$ cat config.mk
export PLATFORM = sky130hd
export DESIGN_NAME = reg_writeback_flat
export DESIGN_NICKNAME = d
export VERILOG_FILES = /design/src/rtl/reg_writeback_if.sv /design/src/rtl/reg_writeback.sv /design/src/flat_wrapper.sv
export SDC_FILE = /design/constraint.sdc
export NUM_CORES = 1
export LEC_CHECK = 0
export BUFFER_PORTS_ARGS = -buffer_cell sky130_fd_sc_hd__buf_2
export CAP_MARGIN = 20
export CORE_UTILIZATION = 62
export CTS_BUF_LIST = sky130_fd_sc_hd__clkbuf_4
export CTS_CLUSTER_SIZE = 14
export DETAILED_ROUTE_END_ITERATION = 16
export PLACE_DENSITY = 0.88
export REMOVE_ABC_BUFFERS = 1
export SLEW_MARGIN = 20
export SYNTH_ARGS = -nofsm -noshare
export SYNTH_HDL_FRONTEND = slang
export SYNTH_SLANG_ARGS = --single-unit
$ cat constraint.sdc
create_clock -name clk -period 12.82 [get_ports clk]
set_clock_uncertainty 0.2 [all_clocks]
set_input_delay 2.564 -clock clk [delete_from_list [all_inputs] [get_ports clk]]
set_output_delay 2.564 -clock clk [all_outputs]
set_load 0.1 [all_outputs]
$ cat src/rtl/reg_writeback_if.sv
// Bundle of the two write-request ports, the mode/hold controls and the
// physical register-file write port of reg_writeback.
interface reg_writeback_if #(
    parameter int DEPTH = 4,
    parameter int DW    = 32
);
    localparam int CW = $clog2(DEPTH) + 1;

    logic [4:0]    mode;
    logic          a_valid;
    logic          a_ready;
    logic [3:0]    a_addr;
    logic [DW-1:0] a_data;
    logic          b_valid;
    logic          b_ready;
    logic [3:0]    b_addr;
    logic [DW-1:0] b_data;
    logic          hold;
    logic          wr_en;
    logic [4:0]    wr_addr;
    logic [DW-1:0] wr_data;
    logic [30:0]   pending;
    logic          err_mode;
    logic [CW-1:0] fifo_count;

    // Handshake: a request transfers on a rising edge where x_valid and x_ready
    // are both high; x_ready never depends on the cycle's pop.
    modport master (
        output mode, a_valid, a_addr, a_data, b_valid, b_addr, b_data, hold,
        input  a_ready, b_ready, wr_en, wr_addr, wr_data, pending, err_mode,
               fifo_count
    );

    modport slave (
        input  mode, a_valid, a_addr, a_data, b_valid, b_addr, b_data, hold,
        output a_ready, b_ready, wr_en, wr_addr, wr_data, pending, err_mode,
               fifo_count
    );
endinterface

$ cat src/rtl/reg_writeback.sv
// Register write-back queue: round-robin merge of ALU and load-unit writes,
// banked-register mapping at accept time, in-order drain to the register file.
// Optional feature macro: WB_BYPASS_EN (same-cycle write when queue is empty).
module reg_writeback #(
    parameter int DEPTH = 4,
    parameter int DW    = 32
) (
    input logic           clk,
    input logic           rst_n,
    reg_writeback_if.slave wb
);
    localparam int AW = $clog2(DEPTH);
    localparam int CW = AW + 1;

    localparam logic [4:0] M_USR = 5'b10000;
    localparam logic [4:0] M_FIQ = 5'b10001;
    localparam logic [4:0] M_IRQ = 5'b10010;
    localparam logic [4:0] M_SVC = 5'b10011;
    localparam logic [4:0] M_ABT = 5'b10111;
    localparam logic [4:0] M_UND = 5'b11011;
    localparam logic [4:0] M_SYS = 5'b11111;

    function automatic logic mode_ok(input logic [4:0] m);
        logic ok;
        case (m)
            M_USR, M_SYS, M_FIQ, M_IRQ, M_SVC, M_ABT, M_UND: ok = 1'b1;
            default:                                         ok = 1'b0;
        endcase
        return ok;
    endfunction

    function automatic logic [4:0] map_addr(input logic [4:0] m, input logic [3:0] r);
        logic [4:0] p;
        logic       r13;
        logic       r14;
        p   = {1'b0, r};
        r13 = (r == 4'd13);
        r14 = (r == 4'd14);
        case (m)
            M_FIQ: if (r >= 4'd8 && r <= 4'd14) p = {1'b0, r} + 5'd8;
            M_IRQ: if (r13) p = 5'd23; else if (r14) p = 5'd24;
            M_SVC: if (r13) p = 5'd25; else if (r14) p = 5'd26;
            M_ABT: if (r13) p = 5'd27; else if (r14) p = 5'd28;
            M_UND: if (r13) p = 5'd29; else if (r14) p = 5'd30;
            default: p = {1'b0, r};
        endcase
        return p;
    endfunction

    logic [4:0]    addr_mem_q [DEPTH];
    logic [DW-1:0] data_mem_q [DEPTH];
    logic [DEPTH-1:0] vld_q;
    logic [AW-1:0] wp_q, wp_d;
    logic [AW-1:0] rp_q, rp_d;
    logic [CW-1:0] count_q, count_d;
    logic          rr_q, rr_d;
    logic          err_q, err_d;

    logic          full, empty;
    logic          grant_a, grant_b;
    logic          acc, sel_ok, bypass, push, pop;
    logic [3:0]    sel_raddr;
    logic [4:0]    sel_paddr;
    logic [DW-1:0] sel_data;
    logic [30:0]   pending_c;

    // Arbitration: rr_q = 0 favours port A, 1 favours port B.
    always_comb begin
        full    = (count_q == CW'(DEPTH));
        empty   = (count_q == '0);
        grant_a = wb.a_valid && (!wb.b_valid || !rr_q);
        grant_b = wb.b_valid && !grant_a;
    end

    assign wb.a_ready = rst_n && grant_a && !full;
    assign wb.b_ready = rst_n && grant_b && !full;

    always_comb begin
        acc       = wb.a_ready || wb.b_ready;
        sel_ok    = mode_ok(wb.mode);
        sel_raddr = wb.b_ready ? wb.b_addr : wb.a_addr;
        sel_data  = wb.b_ready ? wb.b_data : wb.a_data;
        sel_paddr = map_addr(wb.mode, sel_raddr);
    end

`ifdef WB_BYPASS_EN
    assign bypass = empty && !wb.hold && acc && sel_ok;
`else
    assign bypass = 1'b0;
`endif

    assign push = acc && sel_ok && !bypass;
    assign pop  = !empty && !wb.hold;

    always_comb begin
        wp_d    = push ? wp_q + AW'(1) : wp_q;
        rp_d    = pop  ? rp_q + AW'(1) : rp_q;
        count_d = count_q;
        case ({push, pop})
            2'b10:   count_d = count_q + CW'(1);
            2'b01:   count_d = count_q - CW'(1);
            default: count_d = count_q;
        endcase
        rr_d  = acc ? wb.a_ready : rr_q;
        err_d = acc && !sel_ok;
    end

    always_ff @(posedge clk) begin
        if (!rst_n) begin
            wp_q    <= '0;
            rp_q    <= '0;
            count_q <= '0;
            rr_q    <= 1'b0;
            err_q   <= 1'b0;
            vld_q   <= '0;
            for (int i = 0; i < DEPTH; i++) begin
                addr_mem_q[i] <= '0;
                data_mem_q[i] <= '0;
            end
        end else begin
            wp_q    <= wp_d;
            rp_q    <= rp_d;
            count_q <= count_d;
            rr_q    <= rr_d;
            err_q   <= err_d;
            // Push and pop never share a slot: push needs not-full, pop needs not-empty.
            if (pop) vld_q[rp_q] <= 1'b0;
            if (push) begin
                vld_q[wp_q]      <= 1'b1;
                addr_mem_q[wp_q] <= sel_paddr;
                data_mem_q[wp_q] <= sel_data;
            end
        end
    end

    always_comb begin
        pending_c = '0;
        for (int i = 0; i < DEPTH; i++) begin
            for (int p = 0; p < 31; p++) begin
                if (vld_q[i] && (addr_mem_q[i] == 5'(p))) pending_c[p] = 1'b1;
            end
        end
    end

    assign wb.wr_en      = pop || bypass;
    assign wb.wr_addr    = bypass ? sel_paddr : addr_mem_q[rp_q];
    assign wb.wr_data    = bypass ? sel_data  : data_mem_q[rp_q];
    assign wb.pending    = pending_c;
    assign wb.err_mode   = err_q;
    assign wb.fifo_count = count_q;
endmodule
$ cat src/flat_wrapper.sv
// flat-port wrapper written by rule: the top's interface ports become plain ports
module reg_writeback_flat 
#(
    parameter int DEPTH = 4,
    parameter int DW    = 32
)
  (clk, rst_n, wb_mode, wb_a_valid, wb_a_addr, wb_a_data, wb_b_valid, wb_b_addr, wb_b_data, wb_hold, wb_a_ready, wb_b_ready, wb_wr_en, wb_wr_addr, wb_wr_data, wb_pending, wb_err_mode, wb_fifo_count);
  reg_writeback_if #(.DEPTH(DEPTH), .DW(DW)) wb_i ();
  input logic clk;
  input logic rst_n;
  input wire logic [$bits(wb_i.mode)-1:0] wb_mode;
  input wire logic [$bits(wb_i.a_valid)-1:0] wb_a_valid;
  input wire logic [$bits(wb_i.a_addr)-1:0] wb_a_addr;
  input wire logic [$bits(wb_i.a_data)-1:0] wb_a_data;
  input wire logic [$bits(wb_i.b_valid)-1:0] wb_b_valid;
  input wire logic [$bits(wb_i.b_addr)-1:0] wb_b_addr;
  input wire logic [$bits(wb_i.b_data)-1:0] wb_b_data;
  input wire logic [$bits(wb_i.hold)-1:0] wb_hold;
  output wire logic [$bits(wb_i.a_ready)-1:0] wb_a_ready;
  output wire logic [$bits(wb_i.b_ready)-1:0] wb_b_ready;
  output wire logic [$bits(wb_i.wr_en)-1:0] wb_wr_en;
  output wire logic [$bits(wb_i.wr_addr)-1:0] wb_wr_addr;
  output wire logic [$bits(wb_i.wr_data)-1:0] wb_wr_data;
  output wire logic [$bits(wb_i.pending)-1:0] wb_pending;
  output wire logic [$bits(wb_i.err_mode)-1:0] wb_err_mode;
  output wire logic [$bits(wb_i.fifo_count)-1:0] wb_fifo_count;
  assign wb_i.mode = wb_mode;
  assign wb_i.a_valid = wb_a_valid;
  assign wb_i.a_addr = wb_a_addr;
  assign wb_i.a_data = wb_a_data;
  assign wb_i.b_valid = wb_b_valid;
  assign wb_i.b_addr = wb_b_addr;
  assign wb_i.b_data = wb_b_data;
  assign wb_i.hold = wb_hold;
  assign wb_a_ready = wb_i.a_ready;
  assign wb_b_ready = wb_i.b_ready;
  assign wb_wr_en = wb_i.wr_en;
  assign wb_wr_addr = wb_i.wr_addr;
  assign wb_wr_data = wb_i.wr_data;
  assign wb_pending = wb_i.pending;
  assign wb_err_mode = wb_i.err_mode;
  assign wb_fifo_count = wb_i.fifo_count;
  reg_writeback #(.DEPTH(DEPTH), .DW(DW)) u_core (.clk(clk), .rst_n(rst_n), .wb(wb_i));
endmodule
* Word-level counts from Yosys, hierarchy flattened
Memory sizes are Yosys's and may differ from the RTL's. A register that Yosys moved wholly into a read port is not among the register bits.
Index checks and enable logic that the tools add are counted.
** Cells by class
- Reduce and logical (&&, ||, !) cells :: 154
- Add/subtract/negate cells :: 5
- Order comparisons :: 6
- Equal/unequal tests :: 132
- Mux-type cells :: 159
- Bitwise gates (word level) :: 3
** Operators by type and width (number)
- 5-bit equality test (second input constant) :: 67
- 5-bit by 4-bit equality test with 1-bit output (second input constant) :: 32
- 1-bit logical AND :: 136
- 1-bit 2-to-1 mux :: 133
- 5-bit by 3-bit equality test with 1-bit output (second input constant) :: 16
- 32-bit 2-to-1 mux :: 2
- 5-bit 2-to-1 mux :: 10
- 5-bit by 2-bit equality test with 1-bit output (second input constant) :: 8
- 32-bit OR reduction :: 1
- 5-bit one-hot mux with 5 select lines :: 1
- 5-bit by 1-bit equality test with 1-bit output (second input constant) :: 4
- 5-bit logical NOT :: 4
- 4-bit 2-to-1 mux :: 4
- 2-bit 2-to-1 mux :: 6
- 4-bit equality test (second input constant) :: 2
- 1-bit logical NOT :: 7
- 7-bit OR reduction :: 1
- 2-bit by 3-bit less-than comparator with 1-bit output (second input constant) :: 2
- 3-bit one-hot mux with 2 select lines :: 1
- 4-bit by 4-bit adder with 5-bit output (second input constant) :: 1
- 5-bit OR reduction :: 1
- 2-bit by 1-bit adder with 2-bit output (second input constant) :: 2
- 4-bit bitwise AND :: 1
- 1-bit demux with 2-bit select :: 2
- other kinds (13) :: 15
** Word-level totals
- Output and inout bits :: 75
- Register bits :: 13
- Memories :: 2
- Memory bits (writable) :: 148
** Memories
- u_core.data_mem_q :: depth 4, bits a word 32, rd ports 1, clocked after memory_dff 1, write ports 4, RTL line reg_writeback.sv:51 : logic [DW-1:0] data_mem_q [DEPTH];
- u_core.addr_mem_q :: depth 4, bits a word 5, rd ports 5, clocked after memory_dff 1, write ports 4, RTL line reg_writeback.sv:50 : logic [4:0] addr_mem_q [DEPTH];

* Longest topological paths before layout
Gate-level depths: netlist of run 1.
- Depth after elaboration :: 14
- Gate-level depth with buffers :: 12
- Mapped depth without buffers :: 10

* Worst setup path before layout of run 1
OpenSTA, ideal clock, no wires.
- Path type :: input-to-output
- Start :: input rst_n
- End :: output wb_a_ready
- Slack :: 4.928 ns
- Path buffers :: 1
- Cell stages on the path :: 3
- Arrival time :: 5.128 ns
- Cells stage by stage :: clkbuf_1 nand2_1 a211oi_1
** Between the ends
- Word-level cells in the longest chain between the ends :: 2
** RTL lines
- start, declared :: RTL line flat_wrapper.sv:10 : input logic rst_n;
- 1-bit logical AND (2 in series) :: RTL line reg_writeback.sv:75 : assign wb.a_ready = rst_n && grant_a && !full;
- end, declared :: RTL line flat_wrapper.sv:19 : output wire logic [$bits(wb_i.a_ready)-1:0] wb_a_ready;
No other way between the ends.

* Worst setup path after layout of run 1
- Start :: input rst_n
- End :: output wb_b_ready
** Between the ends
- Word-level cells in the longest chain between the ends :: 2
** RTL lines
- 1-bit logical AND (2 in series) :: RTL line reg_writeback.sv:76 : assign wb.b_ready = rst_n && grant_b && !full;
- end, declared :: RTL line flat_wrapper.sv:20 : output wire logic [$bits(wb_i.b_ready)-1:0] wb_b_ready;
No other way between the ends.

==> results of run 1 <==
==> layout make-up <==
type	count	area [µm²]	area share
flip-flops and latches	163	4750	0.498
multi-input cells	472	3460	0.363
repair buffers	161	818	0.0858
well taps	176	220	0.0231
clock buffers	19	143	0.0150
clock inverters	12	92.6	0.00971
inverters	14	52.6	0.00551
diodes	1	2.50	0.000262
==> layout by cell type (no fill, tap or decap), types with 8 or more instances in the layout <==
master / instances
nor2_1: 165
buf_2: 156
edfxtp_1: 148
mux4_2: 37
mux2i_1: 36
nand2_1: 34
o221ai_1: 21
clkbuf_4: 19
nor2b_1: 16
nand3_1: 15
nor3_1: 13
inv_1: 13
dfxtp_1: 13
ha_1: 10
a21oi_1: 9
a32oi_1: 9
and2_1: 8
==> state kept, by name, indices dropped and copies added (netlist names), named ones only <==
name	cells
u_core.data_mem_q	128
u_core.addr_mem_q	20
u_core.vld_q	4
u_core.wb.fifo_count	3
u_core.rp_q	2
u_core.wp_q	2
u_core.rr_q	1
u_core.wb.err_mode	1
==> metrics by stage <==
step / setup slack (ps) / total power [mW] / hold WS (ps)
final: 6220 / 1.26 / 313
after detailed placement: 6220 / 1.01 / 288
after global placement: 6260 / 1.00 / 276
after global routing: 6140 / 1.30 / 330
after CTS: 6200 / 1.26 / 307
after floorplan: 5200 / 0.935 / 249
==> where the power goes <==
part	switching (mW)	leakage [nW]	internal, mW	total, mW
logic	0.283	1.82	0.0881	0.371
registers	0.0184	1.65	0.607	0.625
clock network	0.167	0.126	0.0960	0.263
total	0.469	3.60	0.791	1.26
==> worst max-delay path: stages <==
cell and delay (ps):
buf_2 320, nand2_1 250, nor3_4 190, buf_2 490
==> layer usage <==
metal  part of all wire  up-vias  global-route usage
li1                   -     2908                   -
met1               0.37     3127               0.383
met2               0.52      419               0.539
met3              0.082       80              0.0647
met4              0.034        0               0.161
met5                  0        -                   0
==> logic make-up after synthesis <==
kind of cell | count (synthesis) | share of synthesized area
AND/OR/NAND/NOR | 288 | 0.155
flip-flops | 163 | 0.562
AO/OA/AOI/OAI | 93 | 0.0858
multiplexers | 74 | 0.143
buffers and inverters | 57 | 0.0305
adder cells (fa/ha/maj) | 11 | 0.0172
XOR/XNOR | 6 | 0.00623
==> path summary, 6_finish.rpt <==
check / end / cells past startpoint
worst max-delay path: wb_b_ready / 4
worst min register to register: u_core.rr_q / 2
worst min-delay path: u_core.rr_q / 2
worst max register to register: u_core.data_mem_q[0][18] / 8
==> results.toml, run 1 <==
[hold_path]
min_from = "u_core.rr_q"
hold_path.class = "register to register"

[yosys]
syn_inst = 692
synth_top_cell_area_share = 0.527
synth_common_cells = "nor2_1, edfxtp_1, mux4_2, nand2_1, mux2i_1"
synth_area_per_cell_um2 = 12.2
synth_edf_count = 148
yosysTopAreaCell = "edfxtp_1"
yosys-top-cells-area = "edfxtp_1, mux4_2, nor2_1"
yosys_warnings = 0
post-synth-top-count-cell = "nor2_1"
ys.flop_type = "edfxtp_1"
yosysUniqueCellTypes = 57
ys_ff_latch = 163
synth_area_mm2 = 0.00844
synth-seq-area-share = 0.562
async_flop_share = 0

[clocking]
cts_buffer_depth = 2
clkTransAtPathRegs_ps = 120
clk_latency_ps = 540
cts_setup_buffers = 0
clock_sinks = 163
holdBufCountCts = 0
cts_resized = 0
cts_tree = "yes"
root_buffer = "clkbuf_4"
h-tree-depth = 4
cts_inserted_buffers = 17

[sta]
hold_viol_final = 0
fmax_mhz = 151
setup_viol = 0
worst-slew-pin-transition_ps = 1060
rsz0062_at_grt = "no"
layout_min_cycle_time_ps = 6600
relSlewSlack = 0.290
slew_viol_final = 0
fin_crit_sh = 0.515
tns_ps = 0

[worst_setup_path]
worst_setup_path_startpoint = "rst_n"
end_kind = "output pin"
startpoint_type = "input port"
crit_fanout = 21
r2r_slack_ps = 8980
timing.rr.start = "u_core.wb.fifo_count[0]"
cp_data_arrival_time_ps = 3840
crit_type = "input port to output pin"
required_ps = 10060

[drt]
drtPass1Iterations = 6
postRouteAntennaNets = 0
wl_mm = 21.5
dr_total_vias = 6534
drc = 0
avgViaCountPerCell = 6.42
first_iter_violations = 737
wire_per_inst_um = 21.1

[floorplanning]
core_mm2 = 0.0132
io_pins = 157
die_height_um = 119
die-area_mm2 = 0.0141
num_rows = 42
die-width_um = 119
start_util = 0.637

[grt]
grtUsageTotal = 0.317
first_global_vias = 6554
overflow = 0
antenna_found_initial = 1
grt_max_degree = 44
grt_pass1_wl_mm = 33.7

[finish]
synthToLayoutAreaGrowth_pct = 13.0
fin_area_mm2 = 0.00954
post-route-util = 0.720
drive_gt1_frac = 0.289
final_cells = 1018
fill_cells = 944
fin_nets = 922

[placed_design]
io_buffer_count = 156
dp_hpwl_mm = 14.6
gp_congestion = 0.995
dp_cells = 986
dpl_cell_area_mm2 = 0.00930

[power_and_ir_drop]
powerDensity_mw_per_mm2 = 132
leakagePower_nw = 3.60
vdd.ir_drop.worst_v = 0.000107

[job]
maxCapViolCount = 0

[status]
outcome = "complete, no violations"
(Power assumes the default switching activity.)
==> run 2, diff against run 1 <==
--- a/config.mk
+++ b/config.mk
@@ -7,11 +7,11 @@
 export LEC_CHECK = 0
 export BUFFER_PORTS_ARGS = -buffer_cell sky130_fd_sc_hd__buf_2
 export CAP_MARGIN = 20
-export CORE_UTILIZATION = 62
+export CORE_UTILIZATION = 52
 export CTS_BUF_LIST = sky130_fd_sc_hd__clkbuf_4
 export CTS_CLUSTER_SIZE = 14
 export DETAILED_ROUTE_END_ITERATION = 16
-export PLACE_DENSITY = 0.88
+export PLACE_DENSITY = 0.78
 export REMOVE_ABC_BUFFERS = 1
 export SLEW_MARGIN = 20
 export SYNTH_ARGS = -nofsm -noshare
==> constraint.sdc (replaced) <==
create_clock -name clk -period 5.66 [get_ports clk]
set_clock_uncertainty 0.2 [all_clocks]
set_input_delay 1.132 -clock clk [delete_from_list [all_inputs] [get_ports clk]]
set_output_delay 1.132 -clock clk [all_outputs]
set_load 0.1 [all_outputs]
==> results.toml, run 2 (same netlist as run 1, synthesis figures left out) <==
[power_and_ir_drop]
switchingPower_mw = 1.09
power_frac_comb = 0.286
powerDensity_mw_per_mm2 = 300
leakagePower_nw = 3.60
pwr-share-seq = 0.496
vdd.ir_drop.worst_v = 0.000210
intPower_mw = 1.79
swShare = 0.379
p_clk_frac = 0.218

[worst_setup_path]
worst_path_max_delay_cell = "buf_2"
slowest_delay_ps = 580
cp_cell_sequence = "buf_2 -> nand2_1 -> nor3_4 -> buf_2"
crit_type = "input port to output pin"
crit_fanout = 21
cpLargestDelayFamily = "buffers and inverters"
critPathBufInv = 2
end_kind = "output pin"
startpoint_type = "input port"
crit_path_frequent_cell = "buf_2"
required_ps = 4330
cp_data_arrival_time_ps = 2800

[clocking]
cts_setup_buffers = 0
holdBufCountCts = 0
cts_inserted_buffers = 17
clk_latency_ps = 560
cts_tree = "yes"
cts_buffer_depth = 2
clkTransAtPathRegs_ps = 140
clock_sinks = 163
cts_resized = 0
h-tree-depth = 4
root_buffer = "clkbuf_4"

[drt]
first_iter_violations = 571
wl_mm = 21.0
avgViaCountPerCell = 5.98
drtPass1Iterations = 5
drc = 0
postRouteAntennaNets = 0
dr_total_vias = 6335
wire_per_inst_um = 19.8

[sta]
setup_ws_ps = 1530
holdWs_ps = 303
layout_min_cycle_time_ps = 4130
rsz0062_at_grt = "no"
setup_viol = 0
hold_viol_final = 0
tns_ps = 0
fmax_mhz = 242
slew_viol_final = 0
relSlewSlack = 0.299
worst-slew-pin-transition_ps = 1050
fin_crit_sh = 0.730

[floorplanning]
die-width_um = 129
io_pins = 157
start_util = 0.531
die_height_um = 129
die-area_mm2 = 0.0167
num_rows = 46
core_mm2 = 0.0159

[finish]
fin_nets = 923
layout_commonest_cell = "nor2_1"
synthToLayoutAreaGrowth_pct = 14.0
max_flop_register = "u_core.data_mem_q"
final_cell_mix = "nor2_1, buf_2, edfxtp_1"
largest_reg_flops = 128
reg.largest.list = "u_core.data_mem_q: 128 flops, u_core.addr_mem_q: 20 flops, u_core.vld_q: 4 flops"
final_cells = 1059
drive_gt1_frac = 0.293

[grt]
antenna_found_initial = 1
grtUsageTotal = 0.261
overflow = 0
grt_max_degree = 44
grt_pass1_wl_mm = 32.4
first_global_vias = 6179

[placed_design]
dp_cells = 1027
gp_congestion = 0.952
pre_cts_ws_ps = 1530
io_buffer_count = 156
dp_hpwl_mm = 14.1

[status]
outcome = "complete, no violations"

[job]
maxCapViolCount = 0

[hold_path]
hold_path.class = "register to register"
## run 2: routing by layer
layer	vias to the layer above	share of wire	track usage	routed length, µm
met4	0	0.030	0.125	622
li1	2900	-	-	-
met2	353	0.49	0.438	10300
met5	-	0	0	0
met1	3036	0.40	0.331	8460
met3	46	0.076	0.0462	1590
## run 2: worst paths after layout
path	slack [ps]	end	depth (start not counted)	from
max	1530	wb_b_ready	4	rst_n
min	300	u_core.rr_q	2	u_core.rr_q
max reg2reg	2110	u_core.wb.fifo_count[2]	10	u_core.wb.fifo_count[0]
min reg2reg	300	u_core.rr_q	2	u_core.rr_q
## run 2: power by group through the flow
stage,clock network (mW),registers (mW),logic [mW]
after global placement,0,1.46,0.822
after global routing,0.680,1.44,0.862
after CTS,0.636,1.43,0.827
after floorplan,0,1.48,0.633
after detailed placement,0,1.46,0.825
final,0.629,1.43,0.824
## run 2: final cells by class
| class | count | area, µm² |
|---|---|---|
| diodes | 1 | 2.50 |
| clock buffers | 17 | 128 |
| clock inverters | 14 | 129 |
| fillers | 1315 | 6260 |
| inverters | 14 | 52.6 |
| multi-input cells | 472 | 3470 |
| flip-flops and latches | 163 | 4750 |
| well taps | 216 | 270 |
| repair buffers | 162 | 826 |
## run 2: stage by stage
stage	power [mW]	instance area (µm²)	util
after floorplan	2.12	8230	-
after global placement	2.28	9360	0.589
after detailed placement	2.29	9360	0.589
after CTS	2.90	9620	0.605
after global routing	2.98	9620	0.606
final	2.89	9620	0.606
## run 2: worst register-to-register path: cells and delay by family (launching register included)
kind | cells | cell delay (ps)
adders and majority gates | 2 | 700
buffers and inverters | 2 | 700
and+or+nand+nor | 4 | 1090
DFF | 1 | 420
xor gates and xnor gates | 1 | 150
AOI/OAI and AO/OA | 1 | 210
==> run 3, diff against run 2 <==
--- a/config.mk
+++ b/config.mk
@@ -7,11 +7,11 @@
 export LEC_CHECK = 0
 export BUFFER_PORTS_ARGS = -buffer_cell sky130_fd_sc_hd__buf_2
 export CAP_MARGIN = 20
-export CORE_UTILIZATION = 52
+export CORE_UTILIZATION = 58
 export CTS_BUF_LIST = sky130_fd_sc_hd__clkbuf_4
 export CTS_CLUSTER_SIZE = 14
 export DETAILED_ROUTE_END_ITERATION = 16
-export PLACE_DENSITY = 0.78
+export PLACE_DENSITY = 0.83
 export REMOVE_ABC_BUFFERS = 1
 export SLEW_MARGIN = 20
 export SYNTH_ARGS = -nofsm -noshare
==> constraint.sdc (replaced) <==
create_clock -name clk -period 3.9 [get_ports clk]
set_clock_uncertainty 0.2 [all_clocks]
set_input_delay 0.78 -clock clk [delete_from_list [all_inputs] [get_ports clk]]
set_output_delay 0.78 -clock clk [all_outputs]
set_load 0.1 [all_outputs]
==> results.toml, run 3 (same netlist as run 1, synthesis figures left out) <==
[worst_setup_path]
r2r_slack_ps = 1080
worstReg2RegEnd = "u_core.wb.fifo_count[2]"
end_kind = "output pin"
slowest_delay_ps = 550
cp_cell_sequence = "nand2b_1 -> nor3b_1 -> o2bb2a_1 -> o221ai_1 -> buf_2"
startpoint_type = "register"
crit_type = "register to output pin"
worst_path_max_delay_cell = "nor3b_1"
crit_fanout = 5
critPathBufInv = 1
reg2regPathDepth = 10
cpLargestDelayFamily = "simple AND/OR/NAND/NOR gates"
cp_data_arrival_time_ps = 2600
required_ps = 2920
timing.rr.start = "u_core.wb.fifo_count[0]"

[sta]
relSlewSlack = 0.564
rsz0062_at_grt = "no"
layout_min_cycle_time_ps = 3580
worst-slew-pin-transition_ps = 655
holdWs_ps = 318
slew_viol_final = 0
fin_crit_sh = 0.917
setup_viol = 0
hold_viol_final = 0
fmax_mhz = 280

[finish]
fin_nets = 931
final_cell_mix = "nor2_1, buf_2, edfxtp_1"
reg.largest.list = "u_core.data_mem_q: 128 flops, u_core.addr_mem_q: 20 flops, u_core.vld_q: 4 flops"
layout_commonest_cell = "nor2_1"
max_flop_register = "u_core.data_mem_q"
largest_reg_flops = 128
synthToLayoutAreaGrowth_pct = 16.0
fin_area_mm2 = 0.00979
drive_gt1_frac = 0.300

[clocking]
clkTransAtPathRegs_ps = 130
cts_setup_buffers = 0
cts_resized = 0
cts_tree = "yes"
h-tree-depth = 4
root_buffer = "clkbuf_4"
clk_latency_ps = 540
clock_sinks = 163
holdBufCountCts = 0
cts_inserted_buffers = 17
cts_buffer_depth = 2

[drt]
avgViaCountPerCell = 6.32
drtPass1Iterations = 6
wl_mm = 21.4
dr_total_vias = 6526
drc = 0
wire_per_inst_um = 20.8
first_iter_violations = 739
postRouteAntennaNets = 0

[hold_path]
holdPathStages = 2
hold-path-endpoint = "u_core.rr_q"
hold_path.class = "register to register"
min_from = "u_core.rr_q"

[grt]
first_global_vias = 6289
antenna_found_initial = 1
grtUsageTotal = 0.295
overflow = 0
grt_pass1_wl_mm = 32.8
grt_max_degree = 39

[floorplanning]
num_rows = 43
die-area_mm2 = 0.0150
die-width_um = 123
die_height_um = 123
io_pins = 157
core_mm2 = 0.0140
start_util = 0.601

[placed_design]
io_buffer_count = 156
gp_congestion = 1.01
dp_hpwl_mm = 14.4
dpl_cell_area_mm2 = 0.00945

[power_and_ir_drop]
vdd.ir_drop.worst_v = 0.000335
leakagePower_nw = 3.72
powerDensity_mw_per_mm2 = 452

[status]
outcome = "complete, no violations"

[job]
maxCapViolCount = 0
run 3: power breakdown:
group	switching, mW	internal [mW]
Clock	0.575	0.544
Combinational	0.921	0.311
Sequential	0.0765	1.99
run 3: worst register-to-register path: stages (launching register included):
cell and delay, ps:
dfxtp_1 400, or3b_1 490, nand2_1 170, nor2_4 90, inv_2 130, ha_1 190, inv_1 60, fa_1 370
xor2_1 160, or3_1 300, a21boi_0 190
run 3: routing by layer:
| layer | GRT usage | vias to the layer above | share of wire | routed length (µm) |
|---|---|---|---|---|
| li1 | - | 2915 | - | - |
| met1 | 0.377 | 3133 | 0.38 | 8210 |
| met2 | 0.490 | 425 | 0.50 | 10800 |
| met3 | 0.0590 | 53 | 0.088 | 1880 |
| met4 | 0.131 | 0 | 0.024 | 524 |
| met5 | 0 | - | 0 | 0 |
run 3: final cells by class:
type                    count  area (µm²)
flip-flops and latches    163        4750
fillers                  1002        4260
multi-input cells         472        3460
repair buffers            170         963
well taps                 180         225
clock inverters            11         175
clock buffers              21         158
inverters                  14        52.6
diodes                      1        2.50
run 3: worst max-delay path by stage:
stage	startpoint	endpoint	slack (ps)	depth (start not counted)
floorplan	u_core.wb.fifo_count[0]	u_core.addr_mem_q[3][0]	-1500	5
global placement	wb_a_valid	wb_b_ready	660	5
detailed placement	wb_a_valid	wb_b_ready	610	5
CTS	u_core.addr_mem_q[1][4]	wb_pending[9]	290	5
global route	u_core.addr_mem_q[1][4]	wb_pending[9]	200	5
finish	u_core.addr_mem_q[1][4]	wb_pending[9]	320	5
run 3: stage by stage:
stage          total power [mW]  cells  worst slack [ps]   util  setup TNS [ps]
2_1_floorplan              3.07    649             -1500      -         -148130
6_report                   4.42   1032               323  0.697               0
4_1_cts                    4.44   1031               292  0.697               0
5_1_grt                    4.56   1032               196  0.697               0
3_3_place_gp               3.32    999               660  0.673               0
3_5_place_dp               3.34    999               614  0.673               0
